### src/rtl/fetch_queue_if.sv
// Fetch-stage bus bundle: redirect input, instruction-memory req/ack port and IF/ID valid/ready port.
// Optional FETCH_STALL_CNT_EN adds the stall_cnt debug output.
interface fetch_queue_if;
  logic        redirect_valid;
  logic [15:0] redirect_pc;
  logic        imem_req;
  logic [15:0] imem_addr;
  logic        imem_ack;
  logic [15:0] imem_rdata;
  logic        id_valid;
  logic [15:0] id_instr;
  logic [15:0] id_pc;
  logic        id_ready;
  logic        halted;
  logic [15:0] fetch_pc;
`ifdef FETCH_STALL_CNT_EN
  logic [15:0] stall_cnt;
`endif

  // The fetch unit masters both the memory request and the decode-facing queue head.
  modport master (
    input  redirect_valid, redirect_pc, imem_ack, imem_rdata, id_ready,
    output imem_req, imem_addr, id_valid, id_instr, id_pc, halted, fetch_pc
`ifdef FETCH_STALL_CNT_EN
    , output stall_cnt
`endif
  );

  modport slave (
    output redirect_valid, redirect_pc, imem_ack, imem_rdata, id_ready,
    input  imem_req, imem_addr, id_valid, id_instr, id_pc, halted, fetch_pc
`ifdef FETCH_STALL_CNT_EN
    , input stall_cnt
`endif
  );
endinterface

### src/rtl/fetch_queue.sv
// Instruction fetch stage: one-outstanding imem reads into a DEPTH-entry prefetch FIFO with redirect and HALT.
// Optional macro FETCH_STALL_CNT_EN adds a saturating stall-cycle counter (stall_cnt).
module fetch_queue #(
  parameter int unsigned DEPTH       = 4,
  parameter logic [15:0] RESET_PC    = 16'h0000,
  parameter logic [3:0]  HALT_OPCODE = 4'hF
) (
  input logic          clk,
  input logic          rst,
  fetch_queue_if.master bus
);

  localparam int unsigned AW = (DEPTH > 1) ? $clog2(DEPTH) : 1;
  localparam int unsigned CW = AW + 1;

  typedef enum logic [1:0] {
    ST_RUN,
    ST_WAIT,
    ST_DRAIN,
    ST_HALT
  } state_t;

  state_t        state;
  logic          imem_req;
  logic [15:0]   imem_addr;
  logic [15:0]   fetch_pc;
  logic          halted;

  logic [15:0]   fifo_instr [DEPTH];
  logic [15:0]   fifo_pc    [DEPTH];
  logic [AW-1:0] rd_ptr;
  logic [AW-1:0] wr_ptr;
  logic [CW-1:0] count;

  logic          ack;
  logic          push;
  logic          pop;
  logic          head_valid;
  logic          is_halt;
  logic          has_space;
  logic [CW-1:0] count_next;

  // Redirect outranks push and pop: a flushing cycle neither stores nor consumes an entry.
  assign ack        = imem_req & bus.imem_ack;
  assign head_valid = (count != '0);
  assign push       = (state == ST_WAIT) & ack & ~bus.redirect_valid;
  assign pop        = head_valid & bus.id_ready & ~bus.redirect_valid;
  assign count_next = count + CW'(push) - CW'(pop);
  assign has_space  = (count_next < CW'(DEPTH));
  assign is_halt    = (bus.imem_rdata[15:12] == HALT_OPCODE);

  assign bus.imem_req  = imem_req;
  assign bus.imem_addr = imem_addr;
  assign bus.fetch_pc  = fetch_pc;
  assign bus.halted    = halted;
  assign bus.id_valid  = head_valid;
  assign bus.id_instr  = head_valid ? fifo_instr[rd_ptr] : '0;
  assign bus.id_pc     = head_valid ? fifo_pc[rd_ptr]    : '0;

  // NOTE: all state here is updated with <= so every branch reads pre-edge values.
  always_ff @(posedge clk or negedge rst) begin
    if (!rst) begin
      state     <= ST_RUN;
      imem_req  <= 1'b0;
      imem_addr <= RESET_PC;
      fetch_pc  <= RESET_PC;
      halted    <= 1'b0;
      rd_ptr    <= '0;
      wr_ptr    <= '0;
      count     <= '0;
    end else if (bus.redirect_valid) begin
      rd_ptr   <= '0;
      wr_ptr   <= '0;
      count    <= '0;
      fetch_pc <= bus.redirect_pc;
      halted   <= 1'b0;
      unique case (state)
        ST_WAIT, ST_DRAIN: begin
          // An outstanding read must still complete on the bus; its data is dropped.
          if (ack) begin
            imem_req <= 1'b0;
            state    <= ST_RUN;
          end else begin
            state    <= ST_DRAIN;
          end
        end
        ST_RUN, ST_HALT: state <= ST_RUN;
      endcase
    end else begin
      if (push) wr_ptr <= wr_ptr + AW'(1);
      if (pop)  rd_ptr <= rd_ptr + AW'(1);
      count <= count_next;

      unique case (state)
        ST_RUN: begin
          if (has_space) begin
            imem_req  <= 1'b1;
            imem_addr <= fetch_pc;
            state     <= ST_WAIT;
          end
        end
        ST_WAIT: begin
          if (ack) begin
            fetch_pc <= imem_addr + 16'd1;
            if (is_halt) begin
              imem_req <= 1'b0;
              halted   <= 1'b1;
              state    <= ST_HALT;
            end else if (has_space) begin
              imem_addr <= imem_addr + 16'd1;
            end else begin
              imem_req <= 1'b0;
              state    <= ST_RUN;
            end
          end
        end
        ST_DRAIN: begin
          if (ack) begin
            imem_req <= 1'b0;
            state    <= ST_RUN;
          end
        end
        ST_HALT: begin
          imem_req <= 1'b0;
        end
      endcase
    end
  end

  // NOTE: FIFO storage has no reset; contents are only visible while count says they are valid.
  always_ff @(posedge clk) begin
    if (push) begin
      fifo_instr[wr_ptr] <= bus.imem_rdata;
      fifo_pc[wr_ptr]    <= imem_addr;
    end
  end

`ifdef FETCH_STALL_CNT_EN
  logic [15:0] stall_cnt;

  always_ff @(posedge clk or negedge rst) begin
    if (!rst) begin
      stall_cnt <= '0;
    end else if (bus.redirect_valid) begin
      stall_cnt <= '0;
    end else if (imem_req && !bus.imem_ack && (stall_cnt != 16'hFFFF)) begin
      stall_cnt <= stall_cnt + 16'd1;
    end
  end

  assign bus.stall_cnt = stall_cnt;
`endif

endmodule

### src/flat_wrapper.sv
// flat-port wrapper written by rule: the top's interface ports become plain ports
module fetch_queue_flat 
#(
  parameter int unsigned DEPTH       = 4,
  parameter logic [15:0] RESET_PC    = 16'h0000,
  parameter logic [3:0]  HALT_OPCODE = 4'hF
)
  (clk, rst, bus_redirect_valid, bus_redirect_pc, bus_imem_ack, bus_imem_rdata, bus_id_ready, bus_imem_req, bus_imem_addr, bus_id_valid, bus_id_instr, bus_id_pc, bus_halted, bus_fetch_pc);
  fetch_queue_if bus_i ();
  input logic clk;
  input logic rst;
  input wire logic [$bits(bus_i.redirect_valid)-1:0] bus_redirect_valid;
  input wire logic [$bits(bus_i.redirect_pc)-1:0] bus_redirect_pc;
  input wire logic [$bits(bus_i.imem_ack)-1:0] bus_imem_ack;
  input wire logic [$bits(bus_i.imem_rdata)-1:0] bus_imem_rdata;
  input wire logic [$bits(bus_i.id_ready)-1:0] bus_id_ready;
  output wire logic [$bits(bus_i.imem_req)-1:0] bus_imem_req;
  output wire logic [$bits(bus_i.imem_addr)-1:0] bus_imem_addr;
  output wire logic [$bits(bus_i.id_valid)-1:0] bus_id_valid;
  output wire logic [$bits(bus_i.id_instr)-1:0] bus_id_instr;
  output wire logic [$bits(bus_i.id_pc)-1:0] bus_id_pc;
  output wire logic [$bits(bus_i.halted)-1:0] bus_halted;
  output wire logic [$bits(bus_i.fetch_pc)-1:0] bus_fetch_pc;
  assign bus_i.redirect_valid = bus_redirect_valid;
  assign bus_i.redirect_pc = bus_redirect_pc;
  assign bus_i.imem_ack = bus_imem_ack;
  assign bus_i.imem_rdata = bus_imem_rdata;
  assign bus_i.id_ready = bus_id_ready;
  assign bus_imem_req = bus_i.imem_req;
  assign bus_imem_addr = bus_i.imem_addr;
  assign bus_id_valid = bus_i.id_valid;
  assign bus_id_instr = bus_i.id_instr;
  assign bus_id_pc = bus_i.id_pc;
  assign bus_halted = bus_i.halted;
  assign bus_fetch_pc = bus_i.fetch_pc;
  fetch_queue #(.DEPTH(DEPTH), .RESET_PC(RESET_PC), .HALT_OPCODE(HALT_OPCODE)) u_core (.clk(clk), .rst(rst), .bus(bus_i));
endmodule
### config.mk
export PLATFORM = sky130hd
export DESIGN_NAME = fetch_queue_flat
export DESIGN_NICKNAME = d
export VERILOG_FILES = /design/src/rtl/fetch_queue_if.sv /design/src/rtl/fetch_queue.sv /design/src/flat_wrapper.sv
export SDC_FILE = /design/constraint.sdc
export NUM_CORES = 1
export LEC_CHECK = 0
export ABC_CLOCK_PERIOD_IN_PS = 4300
export CAP_MARGIN = 30
export CORE_UTILIZATION = 55
export CTS_CLUSTER_DIAMETER = 200
export DETAILED_ROUTE_END_ITERATION = 12
export PLACE_DENSITY_LB_ADDON = 0.15
export SYNTH_ARGS = -nofsm -noshare
export SYNTH_HDL_FRONTEND = slang
export SYNTH_SLANG_ARGS = --single-unit
### constraint.sdc
create_clock -name clk -period 4.3 [get_ports clk]
set_clock_uncertainty 0.1 [all_clocks]
set_input_delay 0.86 -clock clk [delete_from_list [all_inputs] [get_ports clk]]
set_output_delay 0.86 -clock clk [all_outputs]
set_load 0.05 [all_outputs]
After elaboration in Yosys (flattened, before gate mapping)
Memory sizes are Yosys's and may differ from the RTL's.
Cells that the tools add are included.
- register bits: 43
- RAM bits: 128
- input bits: 37
- output and inout port bits: 67
- memories kept: 2
- add/sub/neg operators: 5
- order comparisons: 1
- eq/ne operators: 13
- mux-type cells: 38
- bitwise gates (word level): 6
- reductions and logical operators: 16
- memory list (memory ; depth ; bits a word ; rd ports ; clocked after Yosys merged registers in ; write ports ; RTL line ; RTL):
    u_core.fifo_instr ; 4 ; 16 ; 1 ; 0 ; 1 ; fetch_queue.sv:29 ; logic [15:0] fifo_instr [DEPTH];
    u_core.fifo_pc ; 4 ; 16 ; 1 ; 0 ; 1 ; fetch_queue.sv:30 ; logic [15:0] fifo_pc [DEPTH];
- operator list (kind ; number):
    $mux W16 ; 9
    $pmux W16 S2 ; 1
    $mux W2 ; 11
    $add A16 B1 Y16 const B ; 1
    $mux W1 ; 13
    $reduce_bool A2 Y1 ; 6
    $ne A3 B2 Y1 const B ; 3
    $ne A2 B1 Y1 const B ; 4
    $pmux W2 S3 ; 1
    $reduce_and A6 Y1 ; 1
    $and A1 B1 Y1 ; 5
    $reduce_and A5 Y1 ; 1
    $add A2 B1 Y2 const B ; 2
    $eq A2 B2 Y1 const B ; 2
    $eq A4 B4 Y1 const B ; 1
    $ne A4 B3 Y1 const B ; 1
    $pmux W1 S4 ; 1
    $pmux W2 S2 ; 1
    $reduce_and A4 Y1 ; 1
    $reduce_bool A4 Y1 ; 1
    $reduce_or A2 Y1 ; 2
    $add A3 B1 Y3 ; 1
    $lt A3 B3 Y1 const B ; 1
    $mux W3 ; 1
    other kinds (8) ; 8

Longest topological paths before layout
Gate-level depths: netlist (run 1).
- word-level depth: 11
- depth in mapped cells: 15

Worst setup path before layout (run 1)
Ideal clock, no wire load.
- kind: input-to-reg
- start: input port bus_redirect_valid
- end: register u_core.imem_addr[15], in the netlist u_core.bus.imem_addr[15]
- setup time: 0.069 ns
- arrival time: 3.548 ns
- slack: 0.584 ns
- stages: 14
- cell sequence: clkbuf_1 -> buf_1 -> nor2_1 -> ha_1 -> inv_1 -> ha_1 -> inv_1 -> fa_1 -> xnor2_2 -> xnor2_2 -> or3_4 -> buf_6 -> o32a_1 -> nand3_1
- cells in the longest elaborated chain, start to end: 7
- RTL lines (element ; RTL line ; RTL):
    from (decl) ; flat_wrapper.sv:12 ; input wire logic [$bits(bus_i.redirect_valid)-1:0] bus_redirect_valid;
    $not A1 Y1 (no line) (*) ; n/a ;
    $and A1 B1 Y1 ; fetch_queue.sv:46 ; assign push = (state == ST_WAIT) & ack & ~bus.redirect_valid;
    $add A3 B1 Y3 ; fetch_queue.sv:48 ; assign count_next = count + CW'(push) - CW'(pop);
    $sub A3 B1 Y3 ; fetch_queue.sv:48 ;
    $lt A3 B3 Y1 ; fetch_queue.sv:49 ; assign has_space = (count_next < CW'(DEPTH));
    $ne A2 B1 Y1 (no line) ; n/a ;
    $reduce_and A6 Y1 (no line) (*) ; n/a ;
    to (signal assigned) ; fetch_queue.sv:98 ; imem_addr <= fetch_pc;
    to (signal assigned) ; fetch_queue.sv:110 ; imem_addr <= imem_addr + 16'd1;
    to (decl) ; fetch_queue.sv:25 ; logic [15:0] imem_addr;
Every way passes the cells marked *; elsewhere a longest branch is shown, timed or not.
A chain may end at the register's enable or synchronous reset.

Worst setup path in the final report (run 1)
- start: register u_core.rd_ptr[0]
- end: output port bus_id_instr[5]
- cells in the longest elaborated chain, start to end: 2
- RTL lines (element ; RTL line ; RTL):
    from (decl) ; fetch_queue.sv:31 ; logic [AW-1:0] rd_ptr;
    from (signal assigned) ; fetch_queue.sv:91 ; if (pop) rd_ptr <= rd_ptr + AW'(1);
    $mem_v2 Z4 W16 ; n/a ;
    $mux W16 ; fetch_queue.sv:57 ; assign bus.id_instr = head_valid ? fifo_instr[rd_ptr] : '0;
    to (decl) ; flat_wrapper.sv:20 ; output wire logic [$bits(bus_i.id_instr)-1:0] bus_id_instr;
No other way between the ends.

==> results.md, run 1 <==
* CP peak stage delay at 690 ps
* Commonest cells after routing, fill and taps aside: edfxtp_1 (128), clkdlybuf4s50_1 (102), dfrtp_1 (42)
* Startpoint types: register
* Via count at 4435
* Post-route ant nets at 0
* CTS tree: done
* GRT overflow at 0
* Pin count of the biggest net entering global routing at 43
* Max clock buf depth at 2
* Yosys warns at 0
* Yosys reg bits at 171
* HPWL Detailed at 9242 um
* Status: complete, no violations
* Post_cts resized at 0
* Fin area at 9270 um^2
* Power, Total at 6.303 mW
* Die H at 118.1 um
* Setup crit start: u_core.rd_ptr[0]$_DFFE_PN0P_
* Post-synth ARST share at 25.15%
* Commonest non-fill, non-tap cell in the layout: edfxtp_1
* Die Footprint at 13950 um^2
* Crit Path Category: reg2out
* Row cnt at 42
* DR WL/cell at 18.94 um
* Unrepaired setup endpoints after global routing: false
* Post-Syn Nets at 542
* Post-Syn Area at 7415 um^2
* Clock Pin Slew Worst Setup and Hold Paths at 60 ps
* First-pass GRT wire length at 23810 um
* Tcrit/Tclk final at 85.78%
* Final hold vios at 0
* Router iterations before antenna repair at 4
* PwrDens at 680.0 nW/um^2
* Final setup vio count at 0
* Worst Tran Pin Value at 893.9 ps
* Port bufs at 103
* Worst hold path type: in2async
* Number of global-route vias before repair at 4527
* Critical Path RT at 3340 ps
* GRT Util Overall at 22.75%
* Worst R2R Start: u_core.count[1]$_DFF_PN0_
* Wirelength, routed at 14880 um
* Crit. End Element: output port
* Setup repair bufs after CTS at 0
* Final Hold Slack at 324.4 ps
* Fill count at 876
* Layout cells sized above 1 at 13.77%
* Crit-path cells: buf_4 -> mux4_2 -> and2_1 -> clkdlybuf4s50_1
* Crit path max fanout at 11
* I/O pins at 104
* CTS root buffer: clkbuf_16
* Fin. max-slew vios at 0
* Initial antenna violation count at 0
* Final setup TNS at 0 ps
* Top_reg_cell synth: edfxtp_1
* Htree depth at 4
* Vias/cell at 5.642
* GPL Wtd Cong at 0.8792
* Placed cell areas at 8647 um^2
* N_diodes at 0
* Count of flip-flops with a built-in enable after synthesis at 128
* CTS sink cnt at 171
* Gate Count Post-Synth at 494
* Synth-to-layout area growth at 25.03%
* Syn_area_per_cell at 15.01 um^2
* Clk_lat worst skew at 420 ps
* Remaining DRCs at 0
* Max VDD drop at 0.0003876 V
* Sequential share of the synthesized area at 66.35%
* TritonCTS buffer count at 17
* LEAKAGE at 3.250 nW
* Initial Util at 56.21%
* Core area at 13190 um^2
* Drt first-iter violations at 403
* Min Tclk post-route at 3689 ps
* Critical Path AT at 2730 ps
* Fmax at 0.2711 GHz
* Slew HR at 40.40%
* Slowest cell on crit path: clkdlybuf4s50_1
* # hold bufs at CTS at 0
* Final nets at 645
* Fin util at 70.28%
* Die X at 118.1 um
* Library cells used by synthesis at 48
* Max_cap viols at 0
==> power breakdown <==
group	switching (mW)	total, mW	internal [mW]
clock	0.588	1.61	1.02
sequential	0.310	2.32	2.01
combinational	1.46	2.38	0.919
==> final timing paths <==
| path | to | slack, ps | cells past startpoint |
|---|---|---|---|
| worst min-delay path | u_core.bus.fetch_pc[5]$_DFFE_PN0P_ | 320 | 1 |
| worst max-delay path | bus_id_instr[5] | 610 | 4 |
| min in group clk | u_core.bus.halted$_DFFE_PN0P_ | 400 | 2 |
| max in group asynchronous | u_core.rd_ptr[0]$_DFFE_PN0P_ | 3250 | 2 |
| worst max register to register | u_core.bus.imem_addr[15]$_DFFE_PN0P_ | 900 | 13 |
| worst min register to register | u_core.bus.halted$_DFFE_PN0P_ | 400 | 2 |
==> synth_stat cells (10+ instances only) <==
library cell | n | share of area, %
edfxtp_1 | 128 | 52
dfrtp_1 | 43 | 15
nand2_1 | 40 | 2.0
and2_1 | 36 | 3.0
mux4_2 | 32 | 9.7
nor2_1 | 27 | 1.4
o21ai_0 | 22 | 1.5
a21oi_1 | 21 | 1.4
clkbuf_1 | 15 | 0.76
mux2i_1 | 12 | 1.6
ha_1 | 10 | 1.7
inv_1 | 10 | 0.51
==> worst max-delay path: cells and delay by family (launching register included) <==
family / cells / cell delay [ps]
buffers and inverters: 2 / 1010
multiplexers: 1 / 520
AND/OR/NAND/NOR: 1 / 170
flip-flops: 1 / 590
==> final cells by class <==
type	instances	area, um^2	share of cell area [%]
Sequential cell	171	4921	53.08
Clock inverter	7	137.6	1.485
Timing Repair Buffer	113	1134	12.23
Clock buffer	25	485.5	5.237
Inverter	11	41.29	0.4454
Tap cell	176	220.2	2.375
Multi-Input combinational cell	283	2331	25.15
==> logic make-up (layout without fill, tap and decap cells) <==
logic type	Yosys count	in the layout	synth area share (%)
AOI/OAI and AO/OA	73	73	6.024
xor gates and xnor gates	19	19	2.447
adders and majority gates	11	11	1.957
buffers and inverters	40	156	2.278
DFF	171	171	66.35
muxes	45	45	11.49
and+or+nand+nor	135	135	9.450
==> metrics by stage <==
stage          std cells  setup WS (ps)
2_1_floorplan        494          583.6
3_3_place_gp         753          455.9
3_5_place_dp         754          312.8
4_1_cts              786          576.0
5_1_grt              786          490.1
6_report             786          611.5
==> state kept, by name (all words and copies together) (netlist names) <==
register              cells
u_core.rd_ptr             2
u_core.fifo_pc           64
u_core.count              3
u_core.wr_ptr             2
u_core.bus.fetch_pc      16
u_core.bus.imem_req       1
u_core.bus.imem_addr     16
u_core.state              2
u_core.bus.halted         1
u_core.fifo_instr        64
==> metal layers <==
metal	up-vias	routed length, um	global-route usage (%)
met4	0	224	7.772
met1	2197	6549	30.64
met2	150	7283	36.32
met5	-	0	0
met3	24	827	5.766
li1	2064	-	-
(Power assumes the default switching activity.)
==> inputs of run 2 (changes only) <==
- ABC_CLOCK_PERIOD_IN_PS: 4300 -> 3020
- CORE_UTILIZATION: 55 -> 49
- PLACE_DENSITY: default -> 0.76
- PLACE_DENSITY_LB_ADDON: 0.15 -> default
- clock period: 4.3 -> 3.02 ns (I/O delays scaled with it)
==> run 2 against run 1 <==
The flow now finishes with violations (DRC, setup timing); critical path depth up 9; worst setup slack worse by 720 ps; via count up 4.6%; worst hold slack worse by 190 ps; power is 52% higher.
==> results.md, run 2 (synthesis results as in run 1) <==
* Clock share of power at 22.8%
* Fill count at 978
* GPL Wtd Cong at 0.8351
* Vias/cell at 5.720
* First-pass GRT wire length at 24710 um
* Fmax at 0.3192 GHz
* I/O pins at 104
* DR WL/cell at 19.31 um
* Die H at 125.0 um
* Startpoint types: register
* Commonest cells after routing, fill and taps aside: edfxtp_1 (128), clkdlybuf4s50_1 (69), dfrtp_1 (42)
* Post-route ant nets at 0
* Wirelength, routed at 15660 um
* Crit Path Category: reg2reg
* Sw Pwr at 3.616 mW
* Worst hold path type: in2async
* Critical Path RT at 3280 ps
* HPWL Detailed at 9632 um
* Clk_lat worst skew at 430 ps
* Htree depth at 4
* TritonCTS buffer count at 17
* Failing checks: DRC, setup timing
* Final setup TNS at -393.0 ps
* Max_cap viols at 0
* Area of the multi-input gates at 2450 um^2
* Setup crit start: u_core.count[2]$_DFF_PN0_
* Net Sw Frac at 37.85%
* CTS tree: done
* GRT Util Overall at 20.90%
* LEAKAGE at 3.487 nW
* Core area at 14640 um^2
* PwrDens at 971.1 nW/um^2
* Final setup vio count at 7
* Max VDD drop at 0.0005295 V
* Worst Tran Pin Value at 558.7 ps
* Combinational Power Share at 42.9%
* P_int at 5.937 mW
* Pin count of the biggest net entering global routing at 44
* Layout cells sized above 1 at 23.60%
* Die Footprint at 15630 um^2
* Port bufs at 103
* Crit path max fanout at 7
* Initial Util at 50.63%
* Tcrit/Tclk final at 103.7%
* Power, Total at 9.553 mW
* Critical Path AT at 3390 ps
* Slowest cell on crit path: or3_4
* Synth-to-layout area growth at 32.67%
* N_diodes at 0
* CTS sink cnt at 171
* Number of global-route vias before repair at 4832
* Slew HR at 62.75%
* Status: complete, but fails checks
* Drt first-iter violations at 437
* Crit-path cells: or3_4 -> nand2_4 -> nor2_4 -> ha_4 -> inv_2 -> ha_4 -> inv_2 -> fa_2 -> xnor2_4 -> xnor2_4 -> or3_4 -> o32a_1 -> nand3_1
* Unrepaired setup endpoints after global routing: true
* Initial antenna violation count at 0
* Final worst slack at -113.0 ps
* Remaining DRCs at 15
* Sequential power share at 34.3%
* Worst r2r dst: u_core.bus.imem_addr[15]$_DFFE_PN0P_
* Reg2reg setup slack at -110 ps
* GRT overflow at 0
* Crit. End Element: register
* Max clock buf depth at 2
* Largest registers: u_core.fifo_instr x64, u_core.fifo_pc x64
* Worst R2R Start: u_core.count[2]$_DFF_PN0_
* Via count at 4639
* Register area at 4921 um^2
* Fin. max-slew vios at 0
* Router iterations before antenna repair at 9
* Min Tclk post-route at 3133 ps
* Final nets at 662
* Fin util at 67.17%
* Die X at 125.0 um
* Row cnt at 44
* R2r worst-path depth at 13
* Dpl ws at -485.8 ps
* Clock Pin Slew Worst Setup and Hold Paths at 70 ps
* CP peak stage delay at 450 ps
* CTS root buffer: clkbuf_16
* Commonest non-fill, non-tap cell in the layout: edfxtp_1
* Final hold vios at 0
==> run 2: cell types whose count changed in the layout (fill, tap and decap cells not counted), sizes merged, moves of 2 or more <==
cell and change:
buf +48, clkbuf -7, clkdlybuf4s50 -33, clkinv +6, or3 +2
==> run 2: power by group through the flow <==
stage	Combinational (mW)	Clock, mW	Sequential, mW
6_report	4.10	2.18	3.27
5_1_grt	4.30	2.29	3.31
4_1_cts	4.06	2.21	3.26
3_5_place_dp	3.93	0	3.30
3_3_place_gp	3.87	0	3.27
2_1_floorplan	2.02	0	3.66
==> run 2: repair_timing <==
action / in CTS / in global routing
pin swaps: 4 / 3
cloned: 2 / 0
hold buffers: 0 / 0
setup endpoints to repair: 16 / 19
setup buffers: 2 / 0
gates resized for setup: 8 / 12
==> run 2: area by class of cell <==
class | count | area share, %
Clock buffer | 18 | 4.363
Multi-Input combinational cell | 285 | 24.90
Inverter | 11 | 0.4197
Clock inverter | 14 | 1.743
Sequential cell | 171 | 50.03
Tap cell | 184 | 2.340
Timing Repair Buffer | 128 | 16.20
==> run 2: how the worst max path moves through the flow <==
stage               cells after the start                                   end
floorplan                              15  u_core.bus.imem_addr[15]$_DFFE_PN0P_
global placement                       13  u_core.bus.imem_addr[15]$_DFFE_PN0P_
finish                                 13  u_core.bus.imem_addr[15]$_DFFE_PN0P_
global route                           13  u_core.bus.imem_addr[15]$_DFFE_PN0P_
CTS                                    13  u_core.bus.imem_addr[15]$_DFFE_PN0P_
detailed placement                     13  u_core.bus.imem_addr[15]$_DFFE_PN0P_
==> run 2: layer usage <==
layer / part of all wire [%] / global-route usage [%]
met1: 43 / 27.37
met2: 49 / 34.34
met3: 6.3 / 4.792
met4: 1.6 / 7.747
met5: 0 / 0
==> run 2: worst max-delay path, delay by kind of cell, from the launching register on <==
kind / cells / cell delay [ps]
simple gates: 5 / 1090
fa+ha+maj: 3 / 700
flops: 1 / 390
xor+xnor: 2 / 360
compound gates: 1 / 310
buf+inv: 2 / 90
==> run 2: through the flow <==
step,hold slack [ps],std cells,cell area (um^2)
6_report,138.0,811,9837
5_1_grt,180.1,811,9837
4_1_cts,153.5,811,9796
3_5_place_dp,405.2,775,9115
3_3_place_gp,391.0,775,9115
2_1_floorplan,208.4,494,7451
==> inputs of run 3 (changes only) <==
- CTS_CLUSTER_DIAMETER: 200 -> default
- REMOVE_ABC_BUFFERS: default -> 1
==> run 3 against run 2 <==
The run still ends with DRC, setup timing left; global-route usage rose by 0.25 points; die area is the same; register-to-register slack got worse by 40 ps; critical path depth is the same; wire length up 1.7%; via count is 0.24% higher; flip-flop and latch count did not move; maximum frequency down 1.2%; critical endpoint is now u_core.state[0]$_DFFE_PN0P_; first-iteration DRC count down 21%; utilization is essentially flat.
==> results.md, run 3 (synthesis results as in run 1) <==
* I/O pins at 104
* R2r worst-path depth at 13
* Worst hold path type: in2async
* TritonCTS buffer count at 17
* Max clock buf depth at 2
* Pin count of the biggest net entering global routing at 39
* Remaining DRCs at 16
* Reg2reg setup slack at -150 ps
* Dpl ws at -578.4 ps
* Final setup vio count at 14
* HPWL Detailed at 9703 um
* Clock Pin Slew Worst Setup and Hold Paths at 70 ps
* Crit Path Category: reg2reg
* Commonest non-fill, non-tap cell in the layout: edfxtp_1
* Max VDD drop at 0.0007010 V
* Via count at 4650
* Die H at 125.0 um
* Crit. End Element: register
* Critical Path AT at 3370 ps
* Min Tclk post-route at 3171 ps
* Layout cells sized above 1 at 24.65%
* Vias/cell at 5.664
* Largest registers: u_core.fifo_instr x64, u_core.fifo_pc x64
* CTS root buffer: clkbuf_16
* Final setup TNS at -1093 ps
* Setup crit start: u_core.count[0]$_DFF_PN0_
* DR WL/cell at 19.40 um
* Startpoint types: register
* CTS tree: done
* Unrepaired setup endpoints after global routing: true
* LEAKAGE at 3.513 nW
* Synth-to-layout area growth at 32.75%
* Clk_lat worst skew at 420 ps
* Final worst slack at -151.2 ps
* Wirelength, routed at 15930 um
* Status: complete, but fails checks
* Htree depth at 4
* # hold bufs at CTS at 0
* Port bufs at 103
* Router iterations before antenna repair at 9
* Area of the multi-input gates at 2415 um^2
* Drt first-iter violations at 344
* Initial Util at 50.63%
* Worst r2r dst: u_core.state[0]$_DFFE_PN0P_
* Tcrit/Tclk final at 105.0%
* First-pass GRT wire length at 25240 um
* Fill count at 967
* N_diodes at 0
* Row cnt at 44
* Number of global-route vias before repair at 4831
* Final nets at 672
* Worst Tran Pin Value at 571.1 ps
* Worst R2R Start: u_core.count[0]$_DFF_PN0_
* CTS sink cnt at 171
* GRT Util Overall at 21.15%
* GRT overflow at 0
* Slew HR at 61.93%
* Max_cap viols at 0
* Failing checks: DRC, setup timing
* GPL Wtd Cong at 0.8104
* Die X at 125.0 um
* PwrDens at 955.3 nW/um^2
* Commonest cells after routing, fill and taps aside: edfxtp_1 (128), clkdlybuf4s50_1 (69), dfrtp_1 (42)
* Post-route ant nets at 0
* Fin util at 67.22%
* Crit path max fanout at 5
* Initial antenna violation count at 0
* Critical Path RT at 3220 ps
* Core area at 14640 um^2
* Register area at 4921 um^2
* Final hold vios at 0
* Fin. max-slew vios at 0
* Die Footprint at 15630 um^2
* Fmax at 0.3153 GHz
==> run 3: timing repair <==
| item | 4_1_cts | 5_1_grt |
|---|---|---|
| pin swaps | 5 | 10 |
| setup endpoints to repair | 19 | 19 |
| gates cloned | 1 | 0 |
| resized for setup | 14 | 14 |
| setup buffers | 4 | 5 |
==> run 3: worst max path at each step <==
stage               slack (ps)                                    to
finish                    -150           u_core.state[0]$_DFFE_PN0P_
global route              -240           u_core.state[0]$_DFFE_PN0P_
CTS                       -110  u_core.bus.imem_addr[15]$_DFFE_PN0P_
detailed placement        -580  u_core.bus.imem_addr[15]$_DFFE_PN0P_
global placement          -500  u_core.bus.imem_addr[15]$_DFFE_PN0P_
floorplan                -1300   u_core.bus.imem_addr[2]$_DFFE_PN0P_
==> run 3: stage by stage <==
stage | std cells | hold slack [ps] | power, mW | instance area, um^2
finish | 821 | 73.06 | 9.403 | 9843
global route | 821 | 105.0 | 9.777 | 9843
CTS | 816 | 80.25 | 9.318 | 9752
detailed placement | 780 | 404.3 | 7.222 | 9135
global placement | 780 | 390.2 | 7.121 | 9135
floorplan | 465 | 208.4 | 5.543 | 7287
==> run 3: critical path, stage by stage, from the launching register on <==
cell and delay [ps]:
dfrtp_1 390, or3_4 420, nand2_4 90, nor2_4 40, ha_4 250, inv_4 60, ha_4 120, inv_2 40
fa_2 390, xnor2_2 160, xnor2_2 270, mux2i_1 290, a21oi_2 110, mux2_4 300
==> run 3: where the power goes <==
part           internal (mW)  leakage (nW)  total (mW)  switching (mW)
registers               2.86          1.68        3.27           0.408
clock network           1.13         0.262        2.01           0.880
logic                   1.81          1.57        4.12            2.31
==> run 3: area by class of cell <==
type                    count  share of cell area (%)
inverters                  11                  0.4449
multi-input cells         284                   24.53
clock inverters            15                   1.258
clock buffers              17                   4.322
flip-flops and latches    171                   49.99
repair buffers            139                   17.11
well taps                 184                   2.339
==> run 3: metal layers <==
layer | up-vias | GRT usage [%] | share of wire (%)
li1 | 2120 | - | -
met1 | 2327 | 27.47 | 43
met2 | 190 | 35.85 | 51
met3 | 13 | 4.236 | 5.2
met4 | 0 | 7.102 | 1.1
met5 | - | 0 | 0
